--- config.mk ---
export PLATFORM = sky130hd
export DESIGN_NAME = psevdo_ram_arbiter
export DESIGN_NICKNAME = d
export VERILOG_FILES = /design/src/rtl/psevdo_ram_arbiter.sv
export SDC_FILE = /design/constraint.sdc
export NUM_CORES = 1
export LEC_CHECK = 0
export ABC_AREA = 1
export CORE_MARGIN = 2
export CORE_UTILIZATION = 40
export DETAILED_ROUTE_END_ITERATION = 16
export PLACE_DENSITY = 0.77
export RECOVER_POWER = 100
export SETUP_SLACK_MARGIN = 0.02
export SLEW_MARGIN = 20
export SYNTH_ARGS = -nofsm -noshare
export SYNTH_HDL_FRONTEND = slang
export SYNTH_SLANG_ARGS = --single-unit
--- constraint.sdc ---
create_clock -name CLKS -period 1.7 [get_ports CLKS]
set_input_delay 0.34 -clock CLKS [delete_from_list [all_inputs] [get_ports CLKS]]
set_output_delay 0.34 -clock CLKS [all_outputs]
set_load 0.01 [all_outputs]
--- src/rtl/psevdo_ram_arbiter.sv ---
// psevdo_ram_arbiter: serialises two requesters onto one psevdo_ram_block.
// Build option PSEVDO_RAM_ARB_FIXED_PRIO_EN: A always wins contention.
module psevdo_ram_arbiter (
  input  logic       CLKS,
  input  logic       RSTB,
  input  logic       REQA,
  input  logic       REQB,
  input  logic       WEA,
  input  logic       WEB,
  input  logic [1:0] BANKA,
  input  logic [1:0] BANKB,
  input  logic [7:0] ADDRA,
  input  logic [7:0] ADDRB,
  input  logic [8:0] WDATAA,
  input  logic [8:0] WDATAB,
  output logic       ACKA,
  output logic       ACKB,
  output logic [8:0] RDATAA,
  output logic [8:0] RDATAB,
  output logic [8:0] RAM_DIN,
  output logic [7:0] RAM_WADDR,
  output logic [7:0] RAM_RADDR,
  output logic       RAM_WRB,
  output logic       RAM_RDB,
  output logic [2:0] RAM_DC,
  input  logic [8:0] RAM_DO1,
  input  logic [8:0] RAM_DO2
);

  typedef enum logic [2:0] {
    S_IDLE = 3'd0,
    S_WR   = 3'd1,
    S_RD   = 3'd2,
    S_CAP  = 3'd3,
    S_DONE = 3'd4
  } state_e;

  state_e     state_q;
  logic       owner_q;
  logic [1:0] bank_q;
  logic [7:0] addr_q;
  logic [8:0] wdata_q;
  logic       wrb_q;
  logic       rdb_q;
  logic       acka_q;
  logic       ackb_q;
  logic [8:0] rdata_a_q;
  logic [8:0] rdata_b_q;

`ifndef PSEVDO_RAM_ARB_FIXED_PRIO_EN
  logic       last_q;
`endif

  logic       gnt_v_d;
  logic       gnt_b_d;
  logic       gnt_we_d;
  logic [1:0] gnt_bank_d;
  logic [7:0] gnt_addr_d;
  logic [8:0] gnt_wdata_d;
  logic [8:0] cap_word;

  // Pick the winner and mux its request fields.
  always_comb begin
    gnt_v_d = REQA | REQB;
`ifdef PSEVDO_RAM_ARB_FIXED_PRIO_EN
    gnt_b_d = REQB & ~REQA;
`else
    gnt_b_d = (REQA & REQB) ? ~last_q : REQB;
`endif
    gnt_we_d    = gnt_b_d ? WEB    : WEA;
    gnt_bank_d  = gnt_b_d ? BANKB  : BANKA;
    gnt_addr_d  = gnt_b_d ? ADDRB  : ADDRA;
    gnt_wdata_d = gnt_b_d ? WDATAB : WDATAA;
  end

  // Banks 0/1 drive DO1, banks 2/3 drive DO2.
  assign cap_word = bank_q[1] ? RAM_DO2 : RAM_DO1;

  // Access sequencer with registered strobes, acks and read data.
  always_ff @(posedge CLKS or negedge RSTB) begin
    if (!RSTB) begin
      state_q   <= S_IDLE;
      owner_q   <= 1'b0;
      bank_q    <= 2'd0;
      addr_q    <= 8'd0;
      wdata_q   <= 9'd0;
      wrb_q     <= 1'b1;
      rdb_q     <= 1'b1;
      acka_q    <= 1'b0;
      ackb_q    <= 1'b0;
      rdata_a_q <= 9'd0;
      rdata_b_q <= 9'd0;
`ifndef PSEVDO_RAM_ARB_FIXED_PRIO_EN
      last_q    <= 1'b1;
`endif
    end else begin
      acka_q <= 1'b0;
      ackb_q <= 1'b0;
      unique case (state_q)
        S_IDLE: begin
          if (gnt_v_d) begin
            owner_q <= gnt_b_d;
            bank_q  <= gnt_bank_d;
            addr_q  <= gnt_addr_d;
            wdata_q <= gnt_wdata_d;
`ifndef PSEVDO_RAM_ARB_FIXED_PRIO_EN
            last_q  <= gnt_b_d;
`endif
            if (gnt_we_d) begin
              wrb_q   <= 1'b0;
              state_q <= S_WR;
            end else begin
              rdb_q   <= 1'b0;
              state_q <= S_RD;
            end
          end
        end
        S_WR: begin
          wrb_q   <= 1'b1;
          state_q <= S_DONE;
        end
        S_RD: begin
          rdb_q   <= 1'b1;
          state_q <= S_CAP;
        end
        S_CAP: begin
          if (owner_q) rdata_b_q <= cap_word;
          else         rdata_a_q <= cap_word;
          state_q <= S_DONE;
        end
        S_DONE: begin
          acka_q  <= ~owner_q;
          ackb_q  <= owner_q;
          state_q <= S_IDLE;
        end
        default: begin
          wrb_q   <= 1'b1;
          rdb_q   <= 1'b1;
          state_q <= S_IDLE;
        end
      endcase
    end
  end

  assign ACKA      = acka_q;
  assign ACKB      = ackb_q;
  assign RDATAA    = rdata_a_q;
  assign RDATAB    = rdata_b_q;
  assign RAM_DIN   = wdata_q;
  assign RAM_WADDR = addr_q;
  assign RAM_RADDR = addr_q;
  assign RAM_WRB   = wrb_q;
  assign RAM_RDB   = rdb_q;
  assign RAM_DC    = {1'b0, bank_q};

endmodule

==> Word level (Yosys, flattened, before mapping) <==
Index checks and enable logic that the tools add are counted.
W data, S select, Z words.
{ "word_totals": {"ff_bits": 46, "latch_bits": 0, "ramBits": 0, "rom_bits": 0, "input_bits": 62, "out_inout_bits": 50, "elab_cells": 51, "mem_count": 0} }
{ "op_classes": {"addsub": 0, "mul": 0, "div_mod_pow": 0, "n_lt_le_gt_ge": 0, "n_eq_ne": 7, "shift": 0, "muxes": 17, "bitwise": 6, "n_reduce_logical": 9} }
{ "ops": {"columns": ["operator", "n"], "rows": [
  ["$mux W9", 2],
  ["$pmux W3 S3", 1],
  ["$mux W1", 8],
  ["$mux W8", 1],
  ["$eq A3 B2 Y1 const B", 2],
  ["$ne A2 B2 Y1 const B", 3],
  ["$reduce_and A2 Y1", 3],
  ["$reduce_and A3 Y1", 2],
  ["$reduce_or A3 Y1", 2],
  ["$mux W2", 2],
  ["$not A1 Y1", 4],
  ["$pmux W1 S2", 2],
  ["$eq A3 B1 Y1 const B", 1],
  ["$eq A3 B3 Y1 const B", 1],
  ["$logic_not A3 Y1", 1],
  ["$mux W3", 1],
  ["$reduce_or A2 Y1", 1],
  ["$and A1 B1 Y1", 1],
  ["$or A1 B1 Y1", 1]
]} }

==> Logic depth before layout (Yosys ltp) <==
{ "depth": {"depth_word": 6, "depth_mapped": 8, "depth_no_buf": 7} }

==> Worst setup path before layout <==
No wires, ideal clock.
{ "synth_timing": {"path_type": "flip-flop to flip-flop", "start": "register last_q", "end": "register bank_q[1]", "setup_time_ns": 0.127, "t_arrival_ns": 1.089, "required_ns": 1.573, "setup_slack_ns": 0.484, "path_stages_with_launch": 7, "path_buffers": 1, "period_less_slack_ns": 1.216, "cell_sequence": "dfstp_2 -> nand2_1 -> nand2_1 -> inv_1 -> clkbuf_1 -> o21ai_0 -> o22ai_1"} }
{ "synth_between": {"elab_chain_cells": 3} }
{ "synth_lines": {"columns": ["item", "line", "source"], "rows": [
  ["start, declared", "51", "logic last_q;"],
  ["start signal, assigned", "107", "last_q <= gnt_b_d;"],
  ["$not A1 Y1", "68", "gnt_b_d = (REQA & REQB) ? ~last_q : REQB;"],
  ["$mux W1", "68", null],
  ["$mux W2", "71", "gnt_bank_d = gnt_b_d ? BANKB : BANKA;"],
  ["end signal, assigned", "103", "bank_q <= gnt_bank_d;"],
  ["end, declared", "40", "logic [1:0] bank_q;"]
]} }
No other way between the ends.
A chain may end at the register's enable or synchronous reset.

==> Final worst setup path <==
{ "layout_timing": {"start": "register addr_q[3], in the netlist RAM_RADDR[3]", "end": "output port RAM_WADDR[3]"} }
{ "layout_rtl": {"columns": ["item", "line", "source"], "rows": [
  ["start, declared", "41", "logic [7:0] addr_q;"],
  ["start signal, assigned", "104", "addr_q <= gnt_addr_d;"],
  ["end, declared", "21", "output logic [7:0] RAM_WADDR,"]
]} }
No word-level cell between the ends.

==> results.toml <==
[run_status]
status = "completed"

[synth]
synth-seq-cells = 46
synth_cell_types = 27
synth_fp_nets = 312
synthTopCellsByCount = "dfrtp_1, o21ai_0, nand2_1"
synthFlopType = "dfrtp_1"
ys_top_cells_by_area = "dfrtp_1, o21ai_0, nand2_1, nor2_1, o21ai_1"
synth_edf_count = 0
syn_area_um2 = 2210
syn_area_per_cell_um2 = 8.84
seq_area_frac_synth_pct = 52.3
synth_cells = 250
yosys.area.top_type_share_pct = 48.7
synth_top_cell_by_area = "dfrtp_1"
yosys_warnings = 0
yosysMostFrequentCell = "dfrtp_1"
synthArstFlopShare_pct = 100

[setup_path]
worstPathArrival_ps = 1310
worstSetupPathType = "reg -> out"
slowest_stage = "dlygate4sd3_1"
r2r-start = "state_q[2]"
crit_family = "buffers and inverters"
rrSetupSlack_ps = 160
start_kind = "flop"
max_stage_delay_ps = 610
ff2ff_path_depth = 5
endpoint_kind = "output port"
startpoint = "RAM_RADDR[3]"
path_depth = 1
crit_chain = "dlygate4sd3_1"
cp-endpoint = "RAM_WADDR[3]"
cp_max_fo = 3
crit_buf_inv = 1
crit_required_ps = 1360
timing.rr.end = "RDATAA[0]"

[clocking]
h-tree-depth = 2
ctsHoldBuffers = 0
ctsResizeCount = 3
path_clk_slew_ps = 80
cts_buffers = 5
cts_tree = "yes"
clk_latency_ps = 290
clock_sinks = 46
cts-root-buf = "clkbuf_8"
clockBufferDepth = 2
post_cts_buffers = 0

[timing]
hold_viol_final = 0
tightest_slew_ps = 1120
fin_skew_ps = 4.02
slew-limit-headroom_pct = 25.1
timing.final.crit_share_pct = 97.0
slew_viol_final = 0
fmax_ghz = 0.607
setup_viol = 0
holdWs_ps = 343
rsz0062_at_grt = "false"
fin_crit_ps = 1650

[min_path]
hp-class = "in -> async"

[pwr]
totalPowerFinal_mw = 5.56
p_per_area_nw_per_um2 = 1650
ir_drop_v = 0.000778
p_leak_nw = 1.43

[detailed_routing]
ant_nets = 0
vias = 2108
post_drt_wl_per_cell_um = 13.4
drc_errors = 0
drt_iter0_markers = 131
routed_wl_um = 5680
viasPerCell = 4.96
drtPass1Iterations = 4

[floorplanning]
ios = 112
core_um2 = 5410
die_x_um = 78.3
die-area_um2 = 6130
initial_core_util_pct = 40.9
rows = 27
die_height_um = 78.3

[cells_and_area]
final_nets = 414
utilization_pct = 62.4
drive_gt1_share_pct = 6.23
syn2layout_area_growth_pct = 52.5
multiInputGateArea_um2 = 840
seq_area_um2 = 1160
diodes = 0
fill_cells = 494

[placed_design]
place.port_buffers = 110
gp_congestion = 0.835
hpwl_um = 4250

[grt]
grt_use_total_pct = 19.3
antenna_found_initial = 0
grt_max_degree = 47
gr-total-overflow = 0
grt_pass1_vias = 2114
grt_pass1_wl_um = 9430

[run]
maxCapViolations = 0
-- layout by cell type, fill, tap and decap left out --
| master | synthesis | final |
|---|---|---|
| dfstp_1 | 0 | 3 |
| a31oi_2 | 1 | 1 |
| dlygate4sd3_1 | 0 | 39 |
| inv_2 | 1 | 1 |
| nor2_4 | 1 | 1 |
| nor2_1 | 33 | 35 |
| clkbuf_2 | 1 | 1 |
| o21ai_1 | 17 | 4 |
| nand2_1 | 35 | 36 |
| nand3_1 | 16 | 16 |
| buf_4 | 11 | 5 |
| clkbuf_8 | 0 | 6 |
| clkbuf_1 | 5 | 1 |
| nor2_2 | 3 | 2 |
| clkinv_1 | 1 | 1 |
| clkdlybuf4s50_1 | 0 | 68 |
| nor2_8 | 2 | 1 |
| dlygate4sd2_1 | 0 | 2 |
| conb_1 | 1 | 1 |
| o22ai_1 | 1 | 1 |
| o21a_1 | 9 | 9 |
| a21oi_1 | 1 | 1 |
| clkinv_2 | 0 | 1 |
| buf_2 | 3 | 1 |
| o21ai_0 | 41 | 54 |
| a31oi_1 | 8 | 8 |
| buf_12 | 0 | 1 |
| inv_1 | 8 | 8 |
| nand4_1 | 1 | 1 |
| dfrtp_2 | 0 | 1 |
| a21boi_0 | 1 | 1 |
| dfrtp_1 | 43 | 42 |
-- metal layers --
metal	vias to the layer above	global-route usage, %	part of all wire, %
li1	1039	-	-
met1	961	23.0	40
met2	101	33.8	48
met3	7	5.86	10
met4	0	5.26	1.1
met5	-	0	0
-- how the worst min path moves through the flow --
stage / startpoint / endpoint / slack (ps) / depth (start not counted)
after floorplan: RSTB / ACKA / 40 / 0
after global placement: RSTB / RDATAB[4] / 340 / 2
after detailed placement: RSTB / RDATAB[0] / 340 / 2
after CTS: RSTB / RDATAA[2] / 20 / 2
after global routing: RSTB / RDATAB[6] / 440 / 2
final: RSTB / RDATAB[0] / 340 / 2
-- stage by stage --
stage          setup TNS (ps)  setup WS (ps)  area, µm²  instances
3_5_place_dp             -947           -102       3320        417
3_3_place_gp            -35.0          -13.2       3320        417
6_report                    0           51.8       3370        425
2_1_floorplan               0            484       2210        250
5_1_grt                     0           24.3       3370        425
4_1_cts                     0           68.9       3410        425
-- logic make-up after synthesis --
| logic type | Yosys count | synth area share, % |
|---|---|---|
| flops | 46 | 52.3 |
| other cells | 1 | 0.170 |
| simple gates | 92 | 19.1 |
| buf+inv | 32 | 8.55 |
| compound gates | 79 | 19.9 |
-- sequential cells by signal, indices dropped and copies added (netlist names) --
name and flops:
RAM_WRB 1, owner_q 1, last_q 1, RDATAB 9, bank_q 2, ACKB 1
RAM_DIN 9, RAM_RADDR 8, ACKA 1, state_q 3, RAM_RDB 1, RDATAA 9
-- cell type report --
type	instances	share of cell area, %
timing repair buffer	117	34.3
sequential	46	34.3
clock inverter	1	0.148
multi-input combinational	172	24.9
clock buffer	7	2.56
tap	72	2.67
inverter	10	1.11
-- report_power, final --
| group | leakage (nW) | switching, mW | internal, mW | total [mW] |
|---|---|---|---|---|
| sequential | 0.541 | 0.316 | 1.66 | 1.98 |
| combinational | 0.840 | 1.45 | 1.45 | 2.89 |
| clock | 0.0482 | 0.360 | 0.329 | 0.688 |
| total | 1.43 | 2.12 | 3.44 | 5.56 |
Power figures use the tool's default switching activity.
